`config.mk`:
```
export PLATFORM = sky130hd
export DESIGN_NAME = led_seq_ctrl
export DESIGN_NICKNAME = d
export VERILOG_FILES = /design/src/rtl/led_pkg.sv /design/src/rtl/led_tick_gen.sv /design/src/rtl/led_seq_ctrl.sv
export SDC_FILE = /design/constraint.sdc
export NUM_CORES = 1
export LEC_CHECK = 0
export ABC_CLOCK_PERIOD_IN_PS = 4300
export CAP_MARGIN = 5
export CORE_MARGIN = 2
export CORE_UTILIZATION = 50
export CTS_CLUSTER_DIAMETER = 120
export CTS_CLUSTER_SIZE = 28
export DETAILED_ROUTE_END_ITERATION = 12
export DONT_BUFFER_PORTS = 1
export PLACE_DENSITY = 0.68
export SYNTH_ARGS = -nofsm -noshare
export SYNTH_HDL_FRONTEND = slang
export SYNTH_SLANG_ARGS = --single-unit
```
`constraint.sdc`:
```
create_clock -name sys_clk -period 4.3 [get_ports sys_clk]
set_clock_uncertainty 0.15 [all_clocks]
set_input_delay 0.43 -clock sys_clk [delete_from_list [all_inputs] [get_ports sys_clk]]
set_output_delay 0.43 -clock sys_clk [all_outputs]
set_load 0.05 [all_outputs]
```
`src/rtl/led_pkg.sv`:
```
// Shared mode codes and FSM state encodings for the LED sequencer.
package led_pkg;

    typedef enum logic [1:0] {
        MODE_OFF     = 2'd0,
        MODE_ALT     = 2'd1,
        MODE_CHASE   = 2'd2,
        MODE_BREATHE = 2'd3
    } mode_e;

    typedef enum logic [1:0] {
        ST_IDLE = 2'd0,
        ST_LOAD = 2'd1,
        ST_RUN  = 2'd2
    } state_e;

endpackage

```
`src/rtl/led_tick_gen.sv`:
```
// Step timebase: counts 0..period-1 while enabled and flags the last count.
module led_tick_gen #(
    parameter int unsigned CNT_W = 32
) (
    input  logic             clk,
    input  logic             rst_n,
    input  logic             clr,
    input  logic             en,
    input  logic [CNT_W-1:0] period,
    output logic             tick
);

    logic [CNT_W-1:0] cnt;

    // period is guaranteed non-zero by the caller, so period-1 never wraps
    assign tick = en && (cnt == period - CNT_W'(1));

    always_ff @(posedge clk or negedge rst_n) begin
        if (!rst_n) begin
            cnt <= '0;
        end else if (clr) begin
            cnt <= '0;
        end else if (en) begin
            cnt <= tick ? '0 : cnt + CNT_W'(1);
        end
    end

endmodule

```
`src/rtl/led_seq_ctrl.sv`:
```
// LED bank sequencer: command handshake, step timebase and OFF/ALT/CHASE/BREATHE patterns.
// Optional LED_PWM_GATE_EN: ANDs every led bit with the synchronised pwm_in pin.
module led_seq_ctrl
    import led_pkg::*;
#(
    parameter int unsigned     N_LED      = 2,
    parameter int unsigned     CNT_W      = 32,
    parameter logic [CNT_W-1:0] DEF_PERIOD = 32'd25000000,
    parameter int unsigned     PWM_W      = 8
) (
    input  logic             sys_clk,
    input  logic             sys_rst_n,
    input  logic             cmd_valid,
    output logic             cmd_ready,
    input  logic [1:0]       cmd_mode,
    input  logic [CNT_W-1:0] cmd_period,
    input  logic             pwm_in,
    output logic [N_LED-1:0] led,
    output logic             timer_out,
    output logic             busy
);

    localparam logic [PWM_W-1:0] DUTY_MAX = '1;

    state_e           state;
    state_e           next_state;
    mode_e            mode_r;
    logic [CNT_W-1:0] period_r;
    logic             accept;
    logic             tick;
    logic             phase;
    logic [N_LED-1:0] chase;
    logic [PWM_W-1:0] duty;
    logic             dir_down;
    logic [PWM_W-1:0] pwm_cnt;
    logic             pwm_s1;
    logic             pwm_s2;
    logic [N_LED-1:0] pattern;
    logic [N_LED-1:0] led_r;

    always_ff @(posedge sys_clk or negedge sys_rst_n) begin
        if (!sys_rst_n) begin
            state <= ST_IDLE;
        end else begin
            state <= next_state;
        end
    end

    always_comb begin
        next_state = state;
        cmd_ready  = (state != ST_LOAD);
        accept     = cmd_valid && cmd_ready;
        busy       = (state != ST_IDLE);
        case (state)
            ST_IDLE: if (accept) next_state = ST_LOAD;
            ST_LOAD: next_state = (mode_r == MODE_OFF) ? ST_IDLE : ST_RUN;
            ST_RUN:  if (accept) next_state = ST_LOAD;
            default: next_state = ST_IDLE;
        endcase
    end

    // The command is captured on the accepting edge so the master may drop it at once
    always_ff @(posedge sys_clk or negedge sys_rst_n) begin
        if (!sys_rst_n) begin
            mode_r   <= MODE_OFF;
            period_r <= DEF_PERIOD;
        end else if (accept) begin
            mode_r   <= mode_e'(cmd_mode);
            period_r <= (cmd_period == '0) ? CNT_W'(1) : cmd_period;
        end
    end

    led_tick_gen #(
        .CNT_W (CNT_W)
    ) u_tick_gen (
        .clk    (sys_clk),
        .rst_n  (sys_rst_n),
        .clr    (state == ST_LOAD),
        .en     (state == ST_RUN),
        .period (period_r),
        .tick   (tick)
    );

    always_ff @(posedge sys_clk or negedge sys_rst_n) begin
        if (!sys_rst_n) begin
            phase    <= 1'b0;
            chase    <= '0;
            duty     <= '0;
            dir_down <= 1'b0;
        end else if (state == ST_LOAD) begin
            phase    <= 1'b0;
            chase    <= N_LED'(1);
            duty     <= '0;
            dir_down <= 1'b0;
        end else if (state == ST_RUN && tick) begin
            case (mode_r)
                MODE_ALT:   phase <= ~phase;
                MODE_CHASE: chase <= {chase[N_LED-2:0], chase[N_LED-1]};
                MODE_BREATHE: begin
                    // Triangle ramp; direction flips on the step that lands on an end stop
                    if (!dir_down) begin
                        if (duty != DUTY_MAX) duty <= duty + PWM_W'(1);
                        if (duty >= DUTY_MAX - PWM_W'(1)) dir_down <= 1'b1;
                    end else begin
                        if (duty != '0) duty <= duty - PWM_W'(1);
                        if (duty <= PWM_W'(1)) dir_down <= 1'b0;
                    end
                end
                default: ;
            endcase
        end
    end

    always_ff @(posedge sys_clk or negedge sys_rst_n) begin
        if (!sys_rst_n) begin
            pwm_cnt <= '0;
            pwm_s1  <= 1'b0;
            pwm_s2  <= 1'b0;
        end else begin
            pwm_cnt <= pwm_cnt + PWM_W'(1);
            pwm_s1  <= pwm_in;
            pwm_s2  <= pwm_s1;
        end
    end

    always_comb begin
        pattern = '0;
        if (state == ST_RUN) begin
            case (mode_r)
                MODE_ALT: begin
                    for (int i = 0; i < N_LED; i++) pattern[i] = i[0] ? phase : ~phase;
                end
                MODE_CHASE:   pattern = chase;
                MODE_BREATHE: pattern = {N_LED{pwm_cnt < duty}};
                default:      pattern = '0;
            endcase
        end
    end

    // The LOAD cycle holds the previous drive so a restart never blanks the bank
    always_ff @(posedge sys_clk or negedge sys_rst_n) begin
        if (!sys_rst_n) begin
            led_r <= '0;
        end else if (state != ST_LOAD) begin
            led_r <= pattern;
        end
    end

`ifdef LED_PWM_GATE_EN
    assign led = led_r & {N_LED{pwm_s2}};
`else
    assign led = led_r;
`endif

    assign timer_out = led_r[0] & pwm_s2;

endmodule
```
---- Word-level counts from Yosys, hierarchy flattened ----
Cells that the tools add are included.
cells by class
  add/subtract/negate cells ............... 5
  $lt $le $gt $ge ......................... 3
  eq/ne operators ......................... 10
  multiplexer cells ....................... 27
  bitwise operators ....................... 2
  reduce and logical (&&, ||, !) cells .... 19
operator list
  cell                     number
  $mux W32                 4
  $mux W8                  6
  $add A32 B1 Y32 const B  1
  $eq A32 B32 Y1           1
  $logic_not A32 Y1        1
  $sub A32 B1 Y32 const B  1
  $add A8 B1 Y8 const B    2
  $mux W2                  6
  $reduce_bool A2 Y1       6
  $mux W1                  9
  $ge A8 B8 Y1 const B     1
  $le A8 B1 Y1 const B     1
  $lt A8 B8 Y1             1
  $ne A8 B8 Y1 const B     1
  $reduce_bool A8 Y1       1
  $sub A8 B1 Y8 const B    1
  $eq A2 B2 Y1 const B     3
  $pmux W2 S3              1
  $reduce_and A2 Y1        3
  $eq A2 B1 Y1 const B     2
  $logic_not A2 Y1         2
  $ne A2 B1 Y1 const B     2
  $pmux W2 S2              1
  $reduce_and A4 Y1        1
  6 further kinds          8
storage, ports and cells
  register bits ........................... 92
  input port bits ......................... 38
  output and inout bits ................... 5
  word-level logic and storage cells ...... 78

---- Longest topological paths before layout ----
  depth after elaboration ................. 6
  mapped depth ............................ 11

---- By module ----
Synthesis repeated with hierarchy kept, for this count alone.
second synthesis, totals
  cell total of the unflattened synthesis .. 613
  area total of the unflattened synthesis .. 5880.6 um^2
by module, submodules not included
  module        times used  cells an instance  area an instance (um^2)  seq. area each (um^2)
  led_seq_ctrl  1           251                2967.8                   1516.5
  led_tick_gen  1           362                2912.8                   800.8

---- Least setup slack after synthesis ----
Ideal clock, no wire load.
  kind .................................... reg-to-reg
  from .................................... register period_r[0]
  to ...................................... register duty[5]
  library setup time ...................... 78 ps
  data arrival time ....................... 3048 ps
  required time ........................... 4072 ps
  slack ................................... 1023 ps
  stages on the path, launching flop included .. 12
  buffers on the path ..................... 1
  period minus slack after synthesis ...... 3277 ps
  path through ............................ dfrtp_1 -> inv_1 -> ha_1 -> nor4b_4 -> nand4_1 -> or4_1 -> mux2_2 -> o21ai_2 -> or3_1 -> buf_2 -> or4_1 -> a21oi_1
on the way
  cells in the longest elaborated chain, start to end .. 6
ends and longest elaborated chain
  element                       RTL line             text
  from (decl)                   led_seq_ctrl.sv:28   logic [CNT_W-1:0] period_r;
  from (signal assigned)        led_seq_ctrl.sv:69   period_r <= (cmd_period == '0) ? CNT_W'(1) : cmd_period;
  $sub A32 B1 Y32               led_tick_gen.sv:16   assign tick = en && (cnt == period - CNT_W'(1));
  $eq A32 B32 Y1                led_tick_gen.sv:16
  $logic_and A1 B1 Y1           led_tick_gen.sv:16
  $logic_and A1 B1 Y1           led_seq_ctrl.sv:95   end else if (state == ST_RUN && tick) begin
  $reduce_bool A2 Y1 (no line)  -
  $reduce_and A4 Y1 (no line)   -
  to (signal assigned)          led_seq_ctrl.sv:102  if (duty != DUTY_MAX) duty <= duty + PWM_W'(1);
  to (signal assigned)          led_seq_ctrl.sv:105  if (duty != '0) duty <= duty - PWM_W'(1);
  to (decl)                     led_seq_ctrl.sv:33   logic [PWM_W-1:0] duty;
Every way passes these cells.
A chain may end at the register's enable or synchronous reset.

---- Worst setup path after layout ----
  from .................................... register period_r[0]
  to ...................................... register u_tick_gen.cnt[9]
on the way
  cells in the longest elaborated chain, start to end .. 6
ends and longest elaborated chain
  element               RTL line            text
  $sub A32 B1 Y32       led_tick_gen.sv:16
  $eq A32 B32 Y1        led_tick_gen.sv:16
  $logic_and A1 B1 Y1   led_tick_gen.sv:16
  $mux W32              led_tick_gen.sv:24  cnt <= tick ? '0 : cnt + CNT_W'(1);
  $mux W32              led_tick_gen.sv:23  end else if (en) begin
  $mux W32              led_tick_gen.sv:21  end else if (clr) begin
  to (signal assigned)  led_tick_gen.sv:24
  to (decl)             led_tick_gen.sv:13  logic [CNT_W-1:0] cnt;
Every way passes these cells. The select of a mux whose other input is x is not followed.

==> flow_summary.ini <==
[power]
sw_frac_of_total = 0.389
p_int_mw = 2.04
p_seq_frac = 0.432
p_sw_mw = 1.30
leakage_nw = 2.45
vdd_drop_max_mv = 0.337
power.share.combinational = 0.326
power_density_normalized_to_cell_area_nw_per_um2 = 533
clock_power_share = 0.242

[placed_design]
placement.setup.worst_slack_ns = 0.614
globalplace.congestion = 0.857
placed_cells = 714
place.detailed.hpwl_mm = 9.62
port-buffer-count = 0

[logic_synthesis]
postSynthNetCount = 644
yosysTopAreaCellShare = 0.344
async_flop_share = 1.00
synthDominantAreaCellType = sky130_fd_sc_hd__dfrtp_1
postSynthAreaPerCell_um2 = 9.91
ys_ff_latch = 92
synth_area_leaders = sky130_fd_sc_hd__dfrtp_1 34%, sky130_fd_sc_hd__mux2_2 6.8%, sky130_fd_sc_hd__xnor2_1 6.3%
synth.cell_area_um2 = 5820
synth-seq-area-share = 0.398
cells_after_synth = 587
synth_cell_types = 60
synth_enable_flop_cells = 0
ys_dominant_reg_cell = sky130_fd_sc_hd__dfrtp_1
synthesis.yosys.warnings = 0

[global_routing]
pin_count_of_the_biggest_net_entering_global_routing = 93
number_of_global_route_vias_before_repair = 4540
antenna_found_initial = 0
grt_pass1_wl_mm = 22.3
grt_use_total = 0.223
grt_overflow = 0

[clock_network]
postCtsSetupRepairBufs = 0
cts_buffer_depth = 2
cts_tree = done
insertion_delay_ns = 0.35
cts_max_level = 3
cts-resized-gates = 0
clk_root_buffer_cell = sky130_fd_sc_hd__clkbuf_16
cts.sink_count = 92
worst_setup_hold_path_clk_slew_ns = 0.06
holdBufCountCts = 3
cts_inserted_buffers = 9

[timing]
post-route-worst-setup-slack_ns = 0.599
post_layout_minimum_cycle_time_ns = 3.70
fin_tns_setup_ns = 0
final.period_utilization = 0.861
rsz0062_at_grt = no
worst_slew_margin_rel = 0.259
final-max-slew-violation-count = 0
finalHoldViolCount = 0
setup_viol_count_final = 0
timing.fmax_mhz = 270
worstMarginPinSlew_ns = 1.11

[route]
drt-total-wl_mm = 13.0
post-route-drc-count = 0
routedWlPerCell_um = 17.8
dr.first_iter.drc_count = 261
vias_cell = 5.90
num_vias = 4322
first_pass_iters = 4
postRouteAntennaNets = 0

[floorplan]
dieArea_um2 = 12500
coreArea_um2 = 11400
pin_count = 43
die_width_um = 112
placement_rows = 39
die_height_um = 112
initial_utilization = 0.512

[hold_path]
worstHoldPathType = in -> reg

[worst_setup_path]
slowest_delay_ns = 0.49
critical_path.cell_chain = inv_1, ha_1, nor4b_4, a2111oi_0, a41oi_1, a211o_1, nor4_2, nand4b_4, o41ai_4, buf_4, nor2_2
critical_path_start_type = flop
critPathArrivalTime_ns = 3.78
timing.critical_path.required_ns = 4.38
critPathMaxFanout = 19
crit_path_slowest_cell = sky130_fd_sc_hd__nor4_2
timing.critical_path.to_type = flop
worstSetupPathType = reg -> reg

[cells_and_area]
nFillCells = 988
layout-drive-gt1-share = 0.195
post_synthesis_to_final_layout_area_growth_pct = 7.63
num_antenna_cells = 0
design.final.nets = 642
layout.cells.non_filler = 733

[flow_run]
max-cap-violations = 0

[status]
outcome = completed
flip-flops by register name (all words and copies together) (netlist names):
| name | cells |
|---|---|
| state | 2 |
| chase | 2 |
| led | 2 |
| u_tick_gen.cnt | 32 |
| pwm_cnt | 8 |
| mode_r | 2 |
| pwm_s2 | 1 |
| phase | 1 |
| dir_down | 1 |
| duty | 8 |
| period_r | 32 |
| pwm_s1 | 1 |
cells in the mapped netlist (4+ instances only):
master and number:
sky130_fd_sc_hd__nand2_1 36, sky130_fd_sc_hd__a31oi_1 4, sky130_fd_sc_hd__nor2_1 45, sky130_fd_sc_hd__or4_1 8, sky130_fd_sc_hd__nor4_1 19, sky130_fd_sc_hd__o211ai_1 4
sky130_fd_sc_hd__buf_6 5, sky130_fd_sc_hd__dfstp_2 12, sky130_fd_sc_hd__and3_1 6, sky130_fd_sc_hd__mux2_2 35, sky130_fd_sc_hd__clkbuf_1 9, sky130_fd_sc_hd__or3_1 8
sky130_fd_sc_hd__nand4_1 12, sky130_fd_sc_hd__ha_1 19, sky130_fd_sc_hd__a21oi_1 14, sky130_fd_sc_hd__o31ai_1 9, sky130_fd_sc_hd__o21ai_0 13, sky130_fd_sc_hd__dfrtp_1 80
sky130_fd_sc_hd__xor2_1 38, sky130_fd_sc_hd__nor2_2 30, sky130_fd_sc_hd__nand3_1 18, sky130_fd_sc_hd__inv_1 26, sky130_fd_sc_hd__nand2b_1 9, sky130_fd_sc_hd__xnor2_1 42
sky130_fd_sc_hd__nor3_1 19, sky130_fd_sc_hd__a21o_1 4
cells by family after synthesis:
group | count (synthesis) | synth area share
AO/OA/AOI/OAI | 71 | 0.0888
XOR/XNOR | 80 | 0.120
adder cells (fa/ha/maj) | 19 | 0.0409
buffers and inverters | 46 | 0.0368
flip-flops | 92 | 0.398
multiplexers | 37 | 0.0712
AND/OR/NAND/NOR | 242 | 0.244
placed cells by master, fill, tap and decap left out, types with 12 or more instances in the layout:
master / instances
sky130_fd_sc_hd__dfrtp_1: 80
sky130_fd_sc_hd__nor2_1: 45
sky130_fd_sc_hd__xnor2_1: 42
sky130_fd_sc_hd__xor2_1: 38
sky130_fd_sc_hd__nand2_1: 36
sky130_fd_sc_hd__mux2_2: 35
sky130_fd_sc_hd__nor2_2: 30
sky130_fd_sc_hd__inv_1: 26
sky130_fd_sc_hd__nor3_1: 19
sky130_fd_sc_hd__nor4_1: 19
sky130_fd_sc_hd__ha_1: 19
sky130_fd_sc_hd__nand3_1: 18
sky130_fd_sc_hd__a21oi_1: 14
sky130_fd_sc_hd__o21ai_0: 13
sky130_fd_sc_hd__nand4_1: 12
sky130_fd_sc_hd__dfstp_2: 12
power groups by stage:
stage,Clock [mW],Sequential (mW),Combinational [mW]
floorplan,0,1.30,0.970
global placement,0,1.44,1.04
detailed placement,0,1.45,1.07
CTS,0.815,1.44,1.09
global route,0.848,1.48,1.20
finish,0.806,1.44,1.09
area by class of cell:
type                    instances  area [µm²]  area share
flip-flops and latches         92        2320       0.370
clock buffers                  12         246      0.0394
inverters                      26        97.6      0.0156
well taps                     143         179      0.0286
clock inverters                 4        50.0     0.00799
multi-input cells             449        3290       0.526
repair buffers                  7        77.6      0.0124
per-layer routing:
| layer | GRT usage | wire [µm] | vias to the layer above | part of all wire |
|---|---|---|---|---|
| li1 | - | - | 2079 | - |
| met1 | 0.294 | 5970 | 2131 | 0.46 |
| met2 | 0.362 | 6160 | 96 | 0.47 |
| met3 | 0.0506 | 636 | 16 | 0.049 |
| met4 | 0.0823 | 268 | 0 | 0.021 |
| met5 | 0 | 0 | - | 0 |
worst paths after layout:
kind	depth (start not counted)	slack, ns	endpoint	start
min in group asynchronous	2	0.50	led[1]	sys_rst_n
worst min-delay path	2	0.04	period_r[19]	cmd_period[19]
max in group asynchronous	2	3.11	period_r[19]	sys_rst_n
worst min register to register	0	0.21	pwm_s2	pwm_s1
worst max-delay path	11	0.60	u_tick_gen.cnt[9]	period_r[0]
worst max register to register	11	0.60	u_tick_gen.cnt[9]	period_r[0]
critical path, delay by kind of cell (launching register included):
family / cells / cell delay (ns)
compound gates: 4 / 1.27
simple gates: 4 / 1.06
buf+inv: 2 / 0.42
flops: 1 / 0.42
fa+ha+maj: 1 / 0.25
per-stage QoR:
step / power [mW] / area (µm²) / hold WS (ns) / utilization
2_1_floorplan: 2.27 / 5820 / -0.0156 / -
3_3_place_gp: 2.47 / 5920 / -0.0129 / 0.521
3_5_place_dp: 2.52 / 5920 / -0.0128 / 0.521
4_1_cts: 3.35 / 6260 / 0.0316 / 0.551
5_1_grt: 3.53 / 6260 / 0.0528 / 0.551
6_report: 3.34 / 6260 / 0.0371 / 0.551
(Power assumes the default switching activity.)
